[config.mk]
export PLATFORM = sky130hd
export DESIGN_NAME = maj_tt_scanner
export DESIGN_NICKNAME = d
export VERILOG_FILES = /design/src/rtl/maj_tt_scanner.sv
export SDC_FILE = /design/constraint.sdc
export NUM_CORES = 1
export LEC_CHECK = 0
export CELL_PAD_IN_SITES_DETAIL_PLACEMENT = 1
export CELL_PAD_IN_SITES_GLOBAL_PLACEMENT = 1
export CORE_UTILIZATION = 40
export DETAILED_ROUTE_END_ITERATION = 12
export GPL_ROUTABILITY_DRIVEN = 0
export GPL_TIMING_DRIVEN = 0
export PLACE_DENSITY_LB_ADDON = 0.3
export SYNTH_ARGS = -nofsm -noshare
export SYNTH_HDL_FRONTEND = slang
export SYNTH_SLANG_ARGS = --single-unit
[constraint.sdc]
create_clock -name clk -period 3.05 [get_ports clk]
set_clock_uncertainty 0.2 [all_clocks]
set_input_delay 0.61 -clock clk [delete_from_list [all_inputs] [get_ports clk]]
set_output_delay 0.61 -clock clk [all_outputs]
set_load 0.03 [all_outputs]
[src/rtl/maj_tt_scanner.sv]
// Sweeps every minterm of an NIN-input network, captures its truth table after
// LAT cycles of network latency, then registers ones count, self-duality and monotonicity.
module maj_tt_scanner #(
  parameter int NIN = 7,
  parameter int LAT = 0
) (
  input  logic               clk,
  input  logic               rst_n,
  input  logic               start,
  input  logic               abort,
  output logic [NIN-1:0]     x_out,
  output logic               x_valid,
  input  logic               f_in,
  output logic               busy,
  output logic               done,
  output logic               result_valid,
  output logic [2**NIN-1:0]  tt,
  output logic [NIN:0]       ones,
  output logic               self_dual,
  output logic               monotone,
  output logic [2:0]         dbg_state
);
  localparam int TTW = 2**NIN;
  localparam int PL  = (LAT > 0) ? LAT : 1;
  localparam logic [NIN:0] LAST = (NIN+1)'(TTW - 1);

  typedef enum logic [2:0] {S_IDLE, S_SWEEP, S_DRAIN, S_CHECK, S_DONE} state_t;

  state_t            r_state;
  logic [NIN:0]      r_cnt;
  logic [1:0]        r_dcnt;
  logic [NIN-1:0]    r_xo;
  logic              r_xv;
  logic              r_busy;
  logic              r_done;
  logic              r_rv;
  logic [TTW-1:0]    r_tt;
  logic [NIN:0]      r_ones;
  logic              r_sd;
  logic              r_mono;
  logic [PL-1:0]     r_pv;
  logic [NIN-1:0]    r_pi [PL];

  logic              w_cap_v;
  logic [NIN-1:0]    w_cap_i;
  logic              w_sd;
  logic              w_mono;
  logic              w_last;

  // x_valid qualifies x_out; there is no backpressure, the network must accept one minterm per cycle.
  assign w_cap_v = (LAT == 0) ? r_xv : r_pv[PL-1];
  assign w_cap_i = (LAT == 0) ? r_xo : r_pi[PL-1];
  assign w_last  = (r_cnt == LAST);

  always_comb begin
    w_sd   = 1'b1;
    w_mono = 1'b1;
    for (int k = 0; k < TTW; k++) begin
      if (r_tt[k] == r_tt[TTW-1-k]) w_sd = 1'b0;
      for (int j = 0; j < NIN; j++) begin
        if (!k[j] && r_tt[k] && !r_tt[k | (1 << j)]) w_mono = 1'b0;
      end
    end
  end

  always_ff @(posedge clk or negedge rst_n) begin
    if (!rst_n) begin
      r_state <= S_IDLE;
      r_cnt   <= '0;
      r_dcnt  <= '0;
      r_xo    <= '0;
      r_xv    <= 1'b0;
      r_busy  <= 1'b0;
      r_done  <= 1'b0;
      r_rv    <= 1'b0;
      r_tt    <= '0;
      r_ones  <= '0;
      r_sd    <= 1'b0;
      r_mono  <= 1'b0;
      r_pv    <= '0;
      for (int i = 0; i < PL; i++) r_pi[i] <= '0;
    end else begin
      r_pv[0] <= r_xv;
      r_pi[0] <= r_xo;
      for (int i = 1; i < PL; i++) begin
        r_pv[i] <= r_pv[i-1];
        r_pi[i] <= r_pi[i-1];
      end
      r_done <= 1'b0;
      if (w_cap_v) begin
        r_tt[w_cap_i] <= f_in;
        if (f_in) r_ones <= r_ones + (NIN+1)'(1);
      end
      case (r_state)
        S_IDLE: begin
          if (start) begin
            r_state <= S_SWEEP;
            r_cnt   <= '0;
            r_xo    <= '0;
            r_xv    <= 1'b1;
            r_busy  <= 1'b1;
            r_rv    <= 1'b0;
            r_tt    <= '0;
            r_ones  <= '0;
            r_sd    <= 1'b0;
            r_mono  <= 1'b0;
          end
        end
        S_SWEEP: begin
          if (abort) begin
            r_state <= S_IDLE;
            r_xv    <= 1'b0;
            r_busy  <= 1'b0;
            r_pv    <= '0;
          end else if (w_last) begin
            r_xv    <= 1'b0;
            r_dcnt  <= 2'(LAT - 1);
            r_state <= (LAT == 0) ? S_CHECK : S_DRAIN;
          end else begin
            r_cnt <= r_cnt + (NIN+1)'(1);
            r_xo  <= r_cnt[NIN-1:0] + NIN'(1);
          end
        end
        S_DRAIN: begin
          if (abort) begin
            r_state <= S_IDLE;
            r_busy  <= 1'b0;
            r_pv    <= '0;
          end else if (r_dcnt == 2'd0) begin
            r_state <= S_CHECK;
          end else begin
            r_dcnt <= r_dcnt - 2'd1;
          end
        end
        S_CHECK: begin
          r_sd    <= w_sd;
          r_mono  <= w_mono;
          r_busy  <= 1'b0;
          r_done  <= 1'b1;
          r_rv    <= 1'b1;
          r_state <= S_DONE;
        end
        default: r_state <= S_IDLE;
      endcase
    end
  end

  assign x_out        = r_xo;
  assign x_valid      = r_xv;
  assign busy         = r_busy;
  assign done         = r_done;
  assign result_valid = r_rv;
  assign tt           = r_tt;
  assign ones         = r_ones;
  assign self_dual    = r_sd;
  assign monotone     = r_mono;
  assign dbg_state    = r_state;
endmodule

; After elaboration in Yosys (flattened, before gate mapping)
; Index checks and enable logic that the tools add are counted.
; W data, S select, Z words.
[word_totals]
register_bits = 162
latchBits = 0
ram_bits = 0
romBits = 0
output_inout_bits = 152
memories = 0
[classes]
add_sub_neg = 4
n_mul = 0
div_mod_pow = 0
order_cmp = 2
n_eq_ne = 141
shifts = 0
muxes = 616
bitwise = 0
n_reduce_logical = 589
[op_table]
columns = operator, n
row1 = $mux W1, 583
row2 = $logic_and A1 B1 Y1, 449
row3 = $mux W128, 3
row4 = $bwmux W128, 1
row5 = $eq A1 B1 Y1, 128
row6 = $logic_not A1 Y1, 127
row7 = $mux W8, 7
row8 = $mux W7, 3
row9 = $add A8 B1 Y8 const B, 2
row10 = $pmux W8 S2, 1
row11 = $mux W3, 5
row12 = $pmux W7 S2, 1
row13 = $ne A2 B2 Y1 const B, 6
row14 = $pmux W3 S4, 1
row15 = $reduce_and A3 Y1, 3
row16 = $eq A8 B7 Y1 const B, 1
row17 = $lt A7 B8 Y1 const B, 1
row18 = $mux W2, 4
row19 = $pmux W1 S2, 4
row20 = $add A7 B1 Y7 const B, 1
row21 = $demux W1 S7, 1
row22 = $ge A7 B1 Y1 const B, 1
row23 = $eq A3 B2 Y1 const B, 2
row24 = $ne A3 B3 Y1 const B, 2
row25 = other kinds (13), 15

; Longest topological paths before layout
[logic_depth]
ltp_word = 451
depth_mapped = 9

; Worst setup path after synthesis
; Ideal clock, no wire load.
[synth_path]
kind = register to register
startpoint = reg r_tt[51] (netlist: tt[51])
endpoint = reg r_mono (netlist: monotone)
setup_ps = 66
arrival_ps = 2200
required_time_ps = 2784
path_slack_ps = 584
path_stages_with_launch = 9
period_less_slack_ps = 2466
path_cell_list = dfrtp_1 > buf_4 > nand4_1 > a22o_1 > a221oi_2 > o2111ai_1 > or4_1 > nor4_2 > a32o_2
[synth_between]
elab_chain_cells = 353
elab_cells_between_ends = 359
classes_between = mux (351) / reduce/logical (8)
[synth_rtl]
columns = item, line_no
row1 = start: declaration, 37  ; logic [TTW-1:0] r_tt;
row2 = start signal: indexed assignment, 91  ; r_tt[w_cap_i] <= f_in;
row3 = $logic_not A1 Y1, -
row4 = $logic_and A1 B1 Y1, 61  ; if (!k[j] && r_tt[k] && !r_tt[k | (1 << j)]) w_mono = 1'b0;
row5 = $mux W1 (125 in series), 61
row6 = $mux W1 * (225 in series), 61
row7 = $pmux W1 S2 *, 94  ; case (r_state)
row8 = end signal: assignment, 137  ; r_mono <= w_mono;
row9 = end: declaration, 40  ; logic r_mono;
; Mark *: on every way between the ends. The rest lies on a longest branch, timed or not.
; A chain may end at the register's enable or synchronous reset.

; Worst setup path in the final report
[layout_path]
startpoint = reg r_tt[93] (netlist: tt[93])
endpoint = reg r_mono (netlist: monotone)
[layout_between]
elab_chain_cells = 313
elab_cells_between_ends = 319
classes_between = mux (311) / reduce/logical (8)
[layout_rtl]
columns = item, line_no
row1 = $logic_not A1 Y1, -
row2 = $logic_and A1 B1 Y1, 61
row3 = $mux W1 (226 in series), 61
row4 = $mux W1 * (84 in series), 61
row5 = $pmux W1 S2 *, 94
; Marks and branches as above.

==> impl_metrics.ini <==
[pwr]
vdd_drop_max_v = 0.000365
cellPowerDensity_mw_per_mm2 = 431
p_leak_nw = 4.47

[layout]
final_cell_mix = 191 x nand3_1, 155 x dfrtp_1, 155 x clkdlybuf4s50_1
final_layout_size_suffix_gt1_share_pct = 5.70
multi_input_area_mm2 = 0.00498
layout.nets = 1364
n_fill_cell = 2808
regArea_mm2 = 0.00388
area_delta_synth_final_pct = 27.5
stdcell_count = 1684
final_common_cell = nand3_1

[timing]
slew_headroom_pct = 25.0
tns_ns = -0.0451
hold_ws_ns = 0.292
rsz0062_at_grt = false
tightestPinTransition_ns = 1.12
postLayoutSetupSlackWorst_ns = -0.0451
finalSetupViolCount = 1
finalHoldViolCount = 0
fmaxAchievable_mhz = 323
fin_crit_sh_pct = 101
drv_slew = 0
fin_crit_ns = 3.10

[clock_tree]
numClockSinks = 155
numCtsBuffers = 17
cts-root-buf = clkbuf_16
clk_path_buf_depth = 2
cts_tree = built
path_clk_slew_ns = 0.07
cts_max_level = 4
clk_latency_ns = 0.45

[synth]
yosys_warnings = 0
syn-cell-area_mm2 = 0.00939
postSynthCellCount = 1181
synth_cell_types = 47
netlist.area_leader.share_pct = 41.3
postSynthAreaPerCell_um2 = 7.95
synth_fp_nets = 1189
yosys-top-cells-area = dfrtp_1 41%, nand3_1 10%, a21oi_1 7.6%
yosys_register_bits = 155
synth_top_area_cell = dfrtp_1
ys_seq_area_share_pct = 41.3

[drt]
wirelength_um = 48200
vias = 11600
ant_nets = 0
drt_first_pass_iters = 6
avgRoutedWirePerCell_um = 28.6
initialDrtViolationCount = 1742
drc = 0
avgViaCountPerCell = 6.86

[floorplan]
die_w_um = 155
rows = 55
dieHeight_um = 155
fp.coreArea_mm2 = 0.0228
start_util_pct = 41.1
dieArea_mm2 = 0.0241
io_pins = 157

[status]
status = complete, but fails checks
violations = negative setup slack

[min_path]
holdPathStages = 1
worstHoldPathType = reg2reg

[global_route]
first_global_vias = 11500
grt_max_degree = 82
gr-total-overflow = 0
antenna_found_initial = 0
track_usage_pct = 40.8
grt_pass1_wl_um = 72100

[place]
dp.cells = 1651
post-place-ws_ns = -0.642
port-buffer-count = 156
post-dp-hpwl_um = 33600

[worst_setup_path]
crit_fanout = 9
arrival_ns = 3.28
end_kind = register
startpoint_type = register
path_class = reg2reg
ff2ff_path_depth = 8
cp.required_ns = 3.23

[flow_run]
drv_cap = 0
through the flow:
stage	util, %	power (W)	instance area (µm²)
floorplan	-	0.00266	9390
global placement	49.6	0.00306	11300
detailed placement	49.8	0.00307	11400
CTS	52.3	0.00512	12000
global route	52.4	0.00528	12000
finish	52.4	0.00516	12000
report_power, final:
group          total (W)  switching, W  internal (W)  leakage (nW)
registers        0.00218     0.0000756       0.00210          2.15
logic           0.000899      0.000671      0.000228          2.06
clock network    0.00208       0.00100       0.00108         0.267
total            0.00516       0.00175       0.00341          4.47
worst paths after layout:
check	startpoint	endpoint	slack, ns
worst min-delay path	r_dcnt[1]	r_dcnt[1]	0.29
min in group asynchronous	rst_n	tt[107]	0.53
max in group asynchronous	rst_n	tt[40]	1.28
worst max register to register	tt[93]	monotone	-0.05
worst min register to register	r_dcnt[1]	r_dcnt[1]	0.29
worst max-delay path	tt[93]	monotone	-0.05
layout make-up:
cell class              instances  share of cell area (%)
repair buffers                158                    13.4
inverters                       7                   0.220
diodes                          2                  0.0418
plain buffers                 122                    4.47
well taps                     313                    3.27
clock buffers                  19                    3.70
multi-input cells             895                    41.6
flip-flops and latches        155                    32.4
clock inverters                13                   0.889
logic make-up after synthesis:
kind of cell | share of synthesized area [%]
and+or+nand+nor | 24.6
AOI/OAI and AO/OA | 20.9
DFF | 41.3
buffers and inverters | 5.92
xor gates and xnor gates | 6.72
adders and majority gates | 0.400
muxes | 0.120
critical path, stage by stage, from the launching register on:
cell and delay, ns:
dfrtp_1 0.34, clkbuf_1 0.52, nand2_1 0.11, a22oi_1 0.21
o21ai_1 0.10, a2111oi_0 0.70, nand4_1 0.29, nor4_1 0.38
a32o_2 0.17
registers in the layout (all words and copies together) (netlist names):
name	count
self_dual	1
done	1
busy	1
tt	128
r_dcnt	2
ones	8
r_cnt	2
x_valid	1
x_out	6
dbg_state	3
monotone	1
result_valid	1
synth_stat cells, drive strengths merged:
cell type / count
o211ai: 1
a21boi: 1
nand3: 191
o21ai: 172
a2bb2oi: 3
nand3b: 1
or4: 3
xnor2: 34
nand2b: 13
o2111ai: 3
o221ai: 1
or2: 1
clkbuf: 93
xor2: 38
dfrtp: 155
nor4: 19
nor2: 49
nand4: 69
inv: 7
a22o: 8
nand2: 78
nor3: 15
nor3b: 1
a2111oi: 2
a21o: 2
mux2: 1
or3: 6
and2: 1
a222oi: 1
buf: 31
a32o: 1
a22oi: 9
a221oi: 9
and3: 3
o31ai: 1
o22ai: 2
nor2b: 8
a21oi: 143
o2bb2ai: 2
ha: 3
metal layers:
metal  up-vias  track usage [%]  part of all wire (%)
li1       4642                -                     -
met1      5619             51.5                    37
met2       990             58.8                    41
met3       302             15.5                    15
met4         0             25.3                   6.6
met5         -                0                     0
what timing repair did:
action                                  CTS  global route
hold buffers                              1             0
setup buffers                             0             0
endpoints found under the hold margin    74             0
gates cloned                              0             0
endpoints found under the setup margin   81            46
resized for setup                         3            16
No activity file was read; power rests on OpenSTA's default activity.
